**src/rtl/fb_bram_arbiter_if.sv**
```systemverilog
// Bus bundle for the framebuffer BRAM arbiter: display read port, host write
// port, fill control/status and the shared BRAM port.
interface fb_bram_arbiter_if;
    logic        disp_req;
    logic [31:0] disp_addr;
    logic [31:0] disp_rdata;
    logic        disp_rvalid;
    logic        host_wvalid;
    logic        host_wready;
    logic [31:0] host_waddr;
    logic [31:0] host_wdata;
    logic        fill_start;
    logic [31:0] fill_color;
    logic        fill_busy;
    logic        fill_done;
    logic        wr_drop;
    logic [31:0] bram_addr;
    logic [31:0] bram_din;
    logic [31:0] bram_dout;
    logic        bram_en;
    logic [3:0]  bram_we;

    // Arbiter side
    modport slave (
        input  disp_req, disp_addr, host_wvalid, host_waddr, host_wdata,
               fill_start, fill_color, bram_dout,
        output disp_rdata, disp_rvalid, host_wready, fill_busy, fill_done,
               wr_drop, bram_addr, bram_din, bram_en, bram_we
    );

    // Clients and BRAM side
    modport master (
        output disp_req, disp_addr, host_wvalid, host_waddr, host_wdata,
               fill_start, fill_color, bram_dout,
        input  disp_rdata, disp_rvalid, host_wready, fill_busy, fill_done,
               wr_drop, bram_addr, bram_din, bram_en, bram_we
    );
endinterface

```
**src/rtl/fb_bram_arbiter.sv**
```systemverilog
// Single-port framebuffer BRAM arbiter: display reads beat host writes beat
// background fill writes, one registered BRAM access per cycle.
module fb_bram_arbiter #(
    parameter int unsigned H_RES    = 256,
    parameter int unsigned V_RES    = 144,
    parameter int unsigned FB_WORDS = H_RES * V_RES
) (
    input  logic              clk,
    input  logic              reset,
    fb_bram_arbiter_if.slave  bus
);
    localparam logic [1:0]  S_IDLE    = 2'd0;
    localparam logic [1:0]  S_FILL    = 2'd1;
    localparam logic [1:0]  S_DONE    = 2'd2;
    localparam logic [31:0] FB_BYTES  = 32'(FB_WORDS * 4);
    localparam logic [15:0] LAST_WORD = 16'(FB_WORDS - 1);

    logic [1:0]  state_q, state_d;
    logic [15:0] cnt_q, cnt_d;
    logic [31:0] color_q, color_d;
    logic [31:0] addr_q, addr_d;
    logic [31:0] din_q, din_d;
    logic        en_q, en_d;
    logic [3:0]  we_q, we_d;
    logic        drop_q, drop_d;
    logic        rd_p1_q, rd_p2_q;
    logic        rvalid_q;
    logic [31:0] rdata_q;
    logic        host_gnt, host_ok, fill_gnt;

    always_comb begin
        host_gnt = !bus.disp_req && bus.host_wvalid;
        host_ok  = (bus.host_waddr[1:0] == 2'b00) && (bus.host_waddr < FB_BYTES);
        fill_gnt = !bus.disp_req && !bus.host_wvalid && (state_q == S_FILL);

        addr_d  = addr_q;
        din_d   = din_q;
        en_d    = 1'b0;
        we_d    = 4'h0;
        drop_d  = drop_q;
        state_d = state_q;
        cnt_d   = cnt_q;
        color_d = color_q;

        if (bus.disp_req) begin
            addr_d = bus.disp_addr;
            en_d   = 1'b1;
        end else if (host_gnt) begin
            // Misaligned or out-of-range writes are swallowed, not forwarded
            if (host_ok) begin
                addr_d = bus.host_waddr;
                din_d  = bus.host_wdata;
                we_d   = 4'hF;
                en_d   = 1'b1;
            end else begin
                drop_d = 1'b1;
            end
        end else if (fill_gnt) begin
            addr_d = {14'd0, cnt_q, 2'b00};
            din_d  = color_q;
            we_d   = 4'hF;
            en_d   = 1'b1;
        end

        case (state_q)
            S_IDLE: begin
                if (bus.fill_start) begin
                    state_d = S_FILL;
                    cnt_d   = '0;
                    color_d = bus.fill_color;
                end
            end
            S_FILL: begin
                if (fill_gnt) begin
                    cnt_d = cnt_q + 16'd1;
                    if (cnt_q == LAST_WORD) state_d = S_DONE;
                end
            end
            S_DONE:  state_d = S_IDLE;
            default: state_d = S_IDLE;
        endcase
    end

    always_ff @(posedge clk or negedge reset) begin
        if (!reset) begin
            state_q  <= S_IDLE;
            cnt_q    <= '0;
            color_q  <= '0;
            addr_q   <= '0;
            din_q    <= '0;
            en_q     <= 1'b0;
            we_q     <= '0;
            drop_q   <= 1'b0;
            rd_p1_q  <= 1'b0;
            rd_p2_q  <= 1'b0;
            rvalid_q <= 1'b0;
            rdata_q  <= '0;
        end else begin
            state_q  <= state_d;
            cnt_q    <= cnt_d;
            color_q  <= color_d;
            addr_q   <= addr_d;
            din_q    <= din_d;
            en_q     <= en_d;
            we_q     <= we_d;
            drop_q   <= drop_d;
            // Read issued on the BRAM port in N+1, data returns in N+2
            rd_p1_q  <= bus.disp_req;
            rd_p2_q  <= rd_p1_q;
            rvalid_q <= rd_p2_q;
            if (rd_p2_q) rdata_q <= bus.bram_dout;
        end
    end

    assign bus.host_wready = !bus.disp_req && reset;
    assign bus.fill_busy   = (state_q != S_IDLE);
    assign bus.fill_done   = (state_q == S_DONE);
    assign bus.wr_drop     = drop_q;
    assign bus.bram_addr   = addr_q;
    assign bus.bram_din    = din_q;
    assign bus.bram_en     = en_q;
    assign bus.bram_we     = we_q;
    assign bus.disp_rdata  = rdata_q;
    assign bus.disp_rvalid = rvalid_q;
endmodule

```
**src/flat_wrapper.sv**
```systemverilog
// flat-port wrapper written by rule: the top's interface ports become plain ports
module fb_bram_arbiter_flat 
#(
    parameter int unsigned H_RES    = 256,
    parameter int unsigned V_RES    = 144,
    parameter int unsigned FB_WORDS = H_RES * V_RES
)
  (clk, reset, bus_disp_req, bus_disp_addr, bus_host_wvalid, bus_host_waddr, bus_host_wdata, bus_fill_start, bus_fill_color, bus_bram_dout, bus_disp_rdata, bus_disp_rvalid, bus_host_wready, bus_fill_busy, bus_fill_done, bus_wr_drop, bus_bram_addr, bus_bram_din, bus_bram_en, bus_bram_we);
  fb_bram_arbiter_if bus_i ();
  input  logic clk;
  input  logic reset;
  input wire logic [$bits(bus_i.disp_req)-1:0] bus_disp_req;
  input wire logic [$bits(bus_i.disp_addr)-1:0] bus_disp_addr;
  input wire logic [$bits(bus_i.host_wvalid)-1:0] bus_host_wvalid;
  input wire logic [$bits(bus_i.host_waddr)-1:0] bus_host_waddr;
  input wire logic [$bits(bus_i.host_wdata)-1:0] bus_host_wdata;
  input wire logic [$bits(bus_i.fill_start)-1:0] bus_fill_start;
  input wire logic [$bits(bus_i.fill_color)-1:0] bus_fill_color;
  input wire logic [$bits(bus_i.bram_dout)-1:0] bus_bram_dout;
  output wire logic [$bits(bus_i.disp_rdata)-1:0] bus_disp_rdata;
  output wire logic [$bits(bus_i.disp_rvalid)-1:0] bus_disp_rvalid;
  output wire logic [$bits(bus_i.host_wready)-1:0] bus_host_wready;
  output wire logic [$bits(bus_i.fill_busy)-1:0] bus_fill_busy;
  output wire logic [$bits(bus_i.fill_done)-1:0] bus_fill_done;
  output wire logic [$bits(bus_i.wr_drop)-1:0] bus_wr_drop;
  output wire logic [$bits(bus_i.bram_addr)-1:0] bus_bram_addr;
  output wire logic [$bits(bus_i.bram_din)-1:0] bus_bram_din;
  output wire logic [$bits(bus_i.bram_en)-1:0] bus_bram_en;
  output wire logic [$bits(bus_i.bram_we)-1:0] bus_bram_we;
  assign bus_i.disp_req = bus_disp_req;
  assign bus_i.disp_addr = bus_disp_addr;
  assign bus_i.host_wvalid = bus_host_wvalid;
  assign bus_i.host_waddr = bus_host_waddr;
  assign bus_i.host_wdata = bus_host_wdata;
  assign bus_i.fill_start = bus_fill_start;
  assign bus_i.fill_color = bus_fill_color;
  assign bus_i.bram_dout = bus_bram_dout;
  assign bus_disp_rdata = bus_i.disp_rdata;
  assign bus_disp_rvalid = bus_i.disp_rvalid;
  assign bus_host_wready = bus_i.host_wready;
  assign bus_fill_busy = bus_i.fill_busy;
  assign bus_fill_done = bus_i.fill_done;
  assign bus_wr_drop = bus_i.wr_drop;
  assign bus_bram_addr = bus_i.bram_addr;
  assign bus_bram_din = bus_i.bram_din;
  assign bus_bram_en = bus_i.bram_en;
  assign bus_bram_we = bus_i.bram_we;
  fb_bram_arbiter #(.H_RES(H_RES), .V_RES(V_RES), .FB_WORDS(FB_WORDS)) u_core (.clk(clk), .reset(reset), .bus(bus_i));
endmodule
```
**config.mk**
```make
export PLATFORM = sky130hd
export DESIGN_NAME = fb_bram_arbiter_flat
export DESIGN_NICKNAME = d
export VERILOG_FILES = /design/src/rtl/fb_bram_arbiter_if.sv /design/src/rtl/fb_bram_arbiter.sv /design/src/flat_wrapper.sv
export SDC_FILE = /design/constraint.sdc
export NUM_CORES = 1
export LEC_CHECK = 0
export BUFFER_PORTS_ARGS = -buffer_cell sky130_fd_sc_hd__buf_2
export CAP_MARGIN = 15
export CORE_MARGIN = 2
export CORE_UTILIZATION = 30
export CTS_CLUSTER_DIAMETER = 30
export DETAILED_ROUTE_END_ITERATION = 10
export SLEW_MARGIN = 20
export SYNTH_ARGS = -nofsm -noshare
export SYNTH_HDL_FRONTEND = slang
export SYNTH_SLANG_ARGS = --single-unit
```
**constraint.sdc**
```tcl
create_clock -name clk -period 2.3 [get_ports clk]
set_input_delay 0.115 -clock clk [delete_from_list [all_inputs] [get_ports clk]]
set_output_delay 0.115 -clock clk [all_outputs]
set_load 0.01 [all_outputs]
```
==> results.md <==
- The async set-reset flop share out of synthesis is 100.0%.
- The smallest clock period supported by the final layout is computed as 2.045 ns.
- The global-route wire length before repair is 34450 um.
- Relative to the synthesized area, the layout overhead comes to 49.33%.
- The filler cell count is 2116.
- The category of the most critical setup path is reg -> reg.
- The worst-margin pin slew is 0.7245 ns.
- STA classifies the critical path startpoint as a flop.
- Counting every net in the synthesized netlist gives 819.
- Buffers added to address setup during post-CTS repair amount to 0.
- The maximum vdd ir drop is 0.3848 mV.
- TritonCTS built the clock tree.
- The congestion estimate from routability-driven global placement came to 0.8295.
- The flop and latch count out of synthesis is 152.
- After routing, the total negative slack on setup checks comes to 0 ns.
- The share of the yosys chip area belonging to registers is 54.63%.
- After layout, the worst path uses 88.91% of the clock period.
- After detailed routing, the total wire length is 21870 um.
- The clock reaches the later pin of the worst-skew pair after 0.42 ns.
- Clock skew on the completed layout was measured at 0.009503 ns.
- TritonCTS created 17 clock buffers.
- Once placement finished, the instance area stood at 8611 sq um.
- The worst path arrival time is 2.38 ns.
- The required time of the critical path is 2.64 ns.
- The number of top-level design ports is 271.
- A synthesized cell averages 10.66 sq um.
- STA classifies the critical path endpoint as a flop.
- The worst-case headroom to the max-slew limit is 51.70%.
- The initial antenna violation count came to 0.
- The final layout contains 1201 nets.
- Clock-pin slew was measured on the worst setup and hold paths at 0.07 ns.
- The floorplan step defined a core boundary enclosing 22710 sq um.
- The power per cell area is 678.9 nW/um^2.
- Setup repair after global routing left no endpoint under its margin.
- Global routing consumed, over all layers together, 17.99% of the routing resources.
- For this run, design rule violations remaining after detail routing come to 0.
- After the first detailed-routing iteration, the DRC count stood at 471.
- The post-synthesis instance total is 653.
- After routing the design area is 10400 sq um.
- The worst-path maximum fanout is 7.
- Once detail routing completed, the nets flagged for antenna violations numbered 0.
- The number of cells upsized or downsized after cts is 0.
- The max-slew violation total from the final report came to 0.
- The class of the worst hold path is in -> reg.
- The iteration count of the initial detailed-routing pass is 5.
- The die span in y is 156.3 um.
- Counting cells, the worst reg-to-reg path comes to 5.
- The floorplan die area is 24440 sq um.
- After clock tree synthesis, the flow added hold-fix buffers numbering 123.
- The H-tree generated during clock tree synthesis spans 4 levels.
- The analysis attributes to cell leakage a power of 4.886 nW.
- Global routing finished with a remaining overflow of 0.
- The repair_antennas step left the layout with diodes totalling 0.
- The root buffer cell chosen for the clock tree is clkbuf_16.
- The number of flops mapped to enable cells by yosys is 0.
- The number of global-route vias before repair came to 6412.
- The count of synthesis-stage warnings from yosys is 0.
- For this configuration, the core starts out at a cell density of 30.66%.
- The highest clock frequency the design can meet is 489.0 MHz.
- The worst hold path passes through 4 cells.
- The number of failing hold endpoints at the final stage was 0.
- The horizontal extent of the die is 156.3 um.
- The fraction of final layout cells sized beyond drive strength 1 is 37.40%.
- The routed wirelength normalized by instance count is 16.41 um.
- The number of buffer cells added on primary ports is 270.
- Setup violations remaining at the end of the flow were counted as 0.
- The via count normalized by instance count is 4.768.
- Across the run, the number of max-cap violations was 0.
- The post-detailed-placement half-perimeter wirelength is 14480 um.
- In this run, distinct cell masters in the synthesized netlist total 51.
- The pin count of the biggest net entering global routing is 89.
- In the final layout, flip-flops and latches occupy 3804 sq um.
- The multi-input combinational cells in the finished layout cover a total of 2945 sq um.
- The vias after detailed routing is 6356.
- In this run the core area contains 55 standard-cell rows.
- The clock sink total is 152.
- The number of buffers on the longest clock path is 2.
- The flow ran to the end, and the final reports show no timing, DRC or antenna violations.
- The most frequently used flop master after synthesis is dfrtp_1.
- The post-synthesis instance area is 6963 sq um.
worst paths after layout:
check	startpoint	endpoint	slack (ns)
max	u_core.cnt_q[0]$_DFFE_PN0P_	u_core.cnt_q[14]$_DFFE_PN0P_	0.26
min	bus_disp_addr[5]	u_core.bus.bram_addr[5]$_DFFE_PN0P_	0.02
max reg2reg	u_core.cnt_q[0]$_DFFE_PN0P_	u_core.cnt_q[14]$_DFFE_PN0P_	0.26
min reg2reg	u_core.rd_p1_q$_DFF_PN0_	u_core.rd_p2_q$_DFF_PN0_	0.34
max in group asynchronous	reset	u_core.bus.disp_rdata[28]$_DFFE_PN0P_	1.36
min in group asynchronous	reset	u_core.bus.bram_addr[2]$_DFFE_PN0P_	0.12
cell type report:
| type | instances | area share [%] |
|---|---|---|
| inverters | 2 | 0.07220 |
| clock inverters | 13 | 1.083 |
| well taps | 285 | 3.430 |
| multi-input cells | 452 | 28.33 |
| clock buffers | 19 | 4.260 |
| flip-flops and latches | 152 | 36.58 |
| repair buffers | 410 | 26.25 |
critical path: stages (launching register included):
cell,delay (ns)
dfrtp_1,0.49
ha_1,0.24
nand3_2,0.15
or3b_4,0.44
or4_1,0.47
a21oi_1,0.18
flip-flops by register name, indices dropped and copies added, names as in the netlist, 2 cells and up:
register and flops:
u_core.state_q 2, u_core.cnt_q 16, u_core.bus.bram_addr 32, u_core.bus.disp_rdata 32, u_core.bus.bram_din 32, u_core.color_q 32
cells in the mapped netlist, types with 4 or more instances:
| cell type | count | area share, % |
|---|---|---|
| nand4_1 | 4 | 0.36 |
| nor3b_1 | 16 | 1.7 |
| a21oi_1 | 11 | 0.79 |
| nor2_1 | 12 | 0.65 |
| clkbuf_1 | 33 | 1.8 |
| or4_1 | 20 | 2.2 |
| o21ai_0 | 52 | 3.7 |
| nand3b_1 | 14 | 1.5 |
| nand2_1 | 140 | 7.5 |
| o221a_2 | 32 | 5.2 |
| or3_1 | 5 | 0.45 |
| mux2i_1 | 16 | 2.3 |
| o31ai_1 | 4 | 0.43 |
| nand3_1 | 5 | 0.36 |
| buf_2 | 6 | 0.43 |
| buf_4 | 4 | 0.43 |
| mux2_2 | 32 | 5.2 |
| dfrtp_1 | 152 | 55 |
| nand2b_1 | 50 | 4.5 |
logic make-up (layout without fill, tap and decap cells):
family / count (synthesis) / after routing / share of synthesized area, %
AO/OA/AOI/OAI: 112 / 112 / 12.04
multiplexers: 48 / 48 / 7.475
XOR/XNOR: 3 / 3 / 0.3774
flip-flops: 152 / 152 / 54.63
AND/OR/NAND/NOR: 288 / 288 / 22.23
adder cells (fa/ha/maj): 1 / 1 / 0.1797
buffers and inverters: 49 / 444 / 3.073
layer usage:
| metal | vias up | global-route usage, % | part of all wire, % |
|---|---|---|---|
| li1 | 3077 | - | - |
| met1 | 3046 | 23.41 | 45 |
| met2 | 208 | 29.73 | 48 |
| met3 | 25 | 4.126 | 5.5 |
| met4 | 0 | 5.767 | 1.7 |
| met5 | - | 0 | 0 |
power breakdown:
part | switching [mW] | leakage, nW | internal, mW
Clock | 1.22 | 0.260 | 1.44
Sequential | 0.191 | 1.87 | 2.96
Combinational | 0.591 | 2.76 | 0.665
stage by stage:
stage	setup WS (ns)	power, mW	cells	hold WS [ns]	util [%]
final	0.2552	7.058	1333	0.01734	45.79
after global placement	0.3385	4.271	1178	-0.001769	37.92
after floorplan	0.4509	3.716	653	-0.1806	-
after global routing	0.1455	7.437	1333	0.002055	45.79
after detailed placement	0.2820	4.291	1178	-0.002799	37.92
after CTS	0.2700	7.127	1333	0.001015	45.79
placed cells by master (no fill, tap or decap), types with 17 or more instances in the layout:
cell type / synthesis / layout
buf_2: 6 / 269
dfrtp_1: 152 / 152
nand2_1: 140 / 140
dlygate4sd3_1: 0 / 123
o21ai_0: 52 / 52
nand2b_1: 50 / 50
o221a_2: 32 / 32
mux2_2: 32 / 32
or4_1: 20 / 20
clkbuf_16: 0 / 17
No activity file was read; power rests on OpenSTA's default activity.
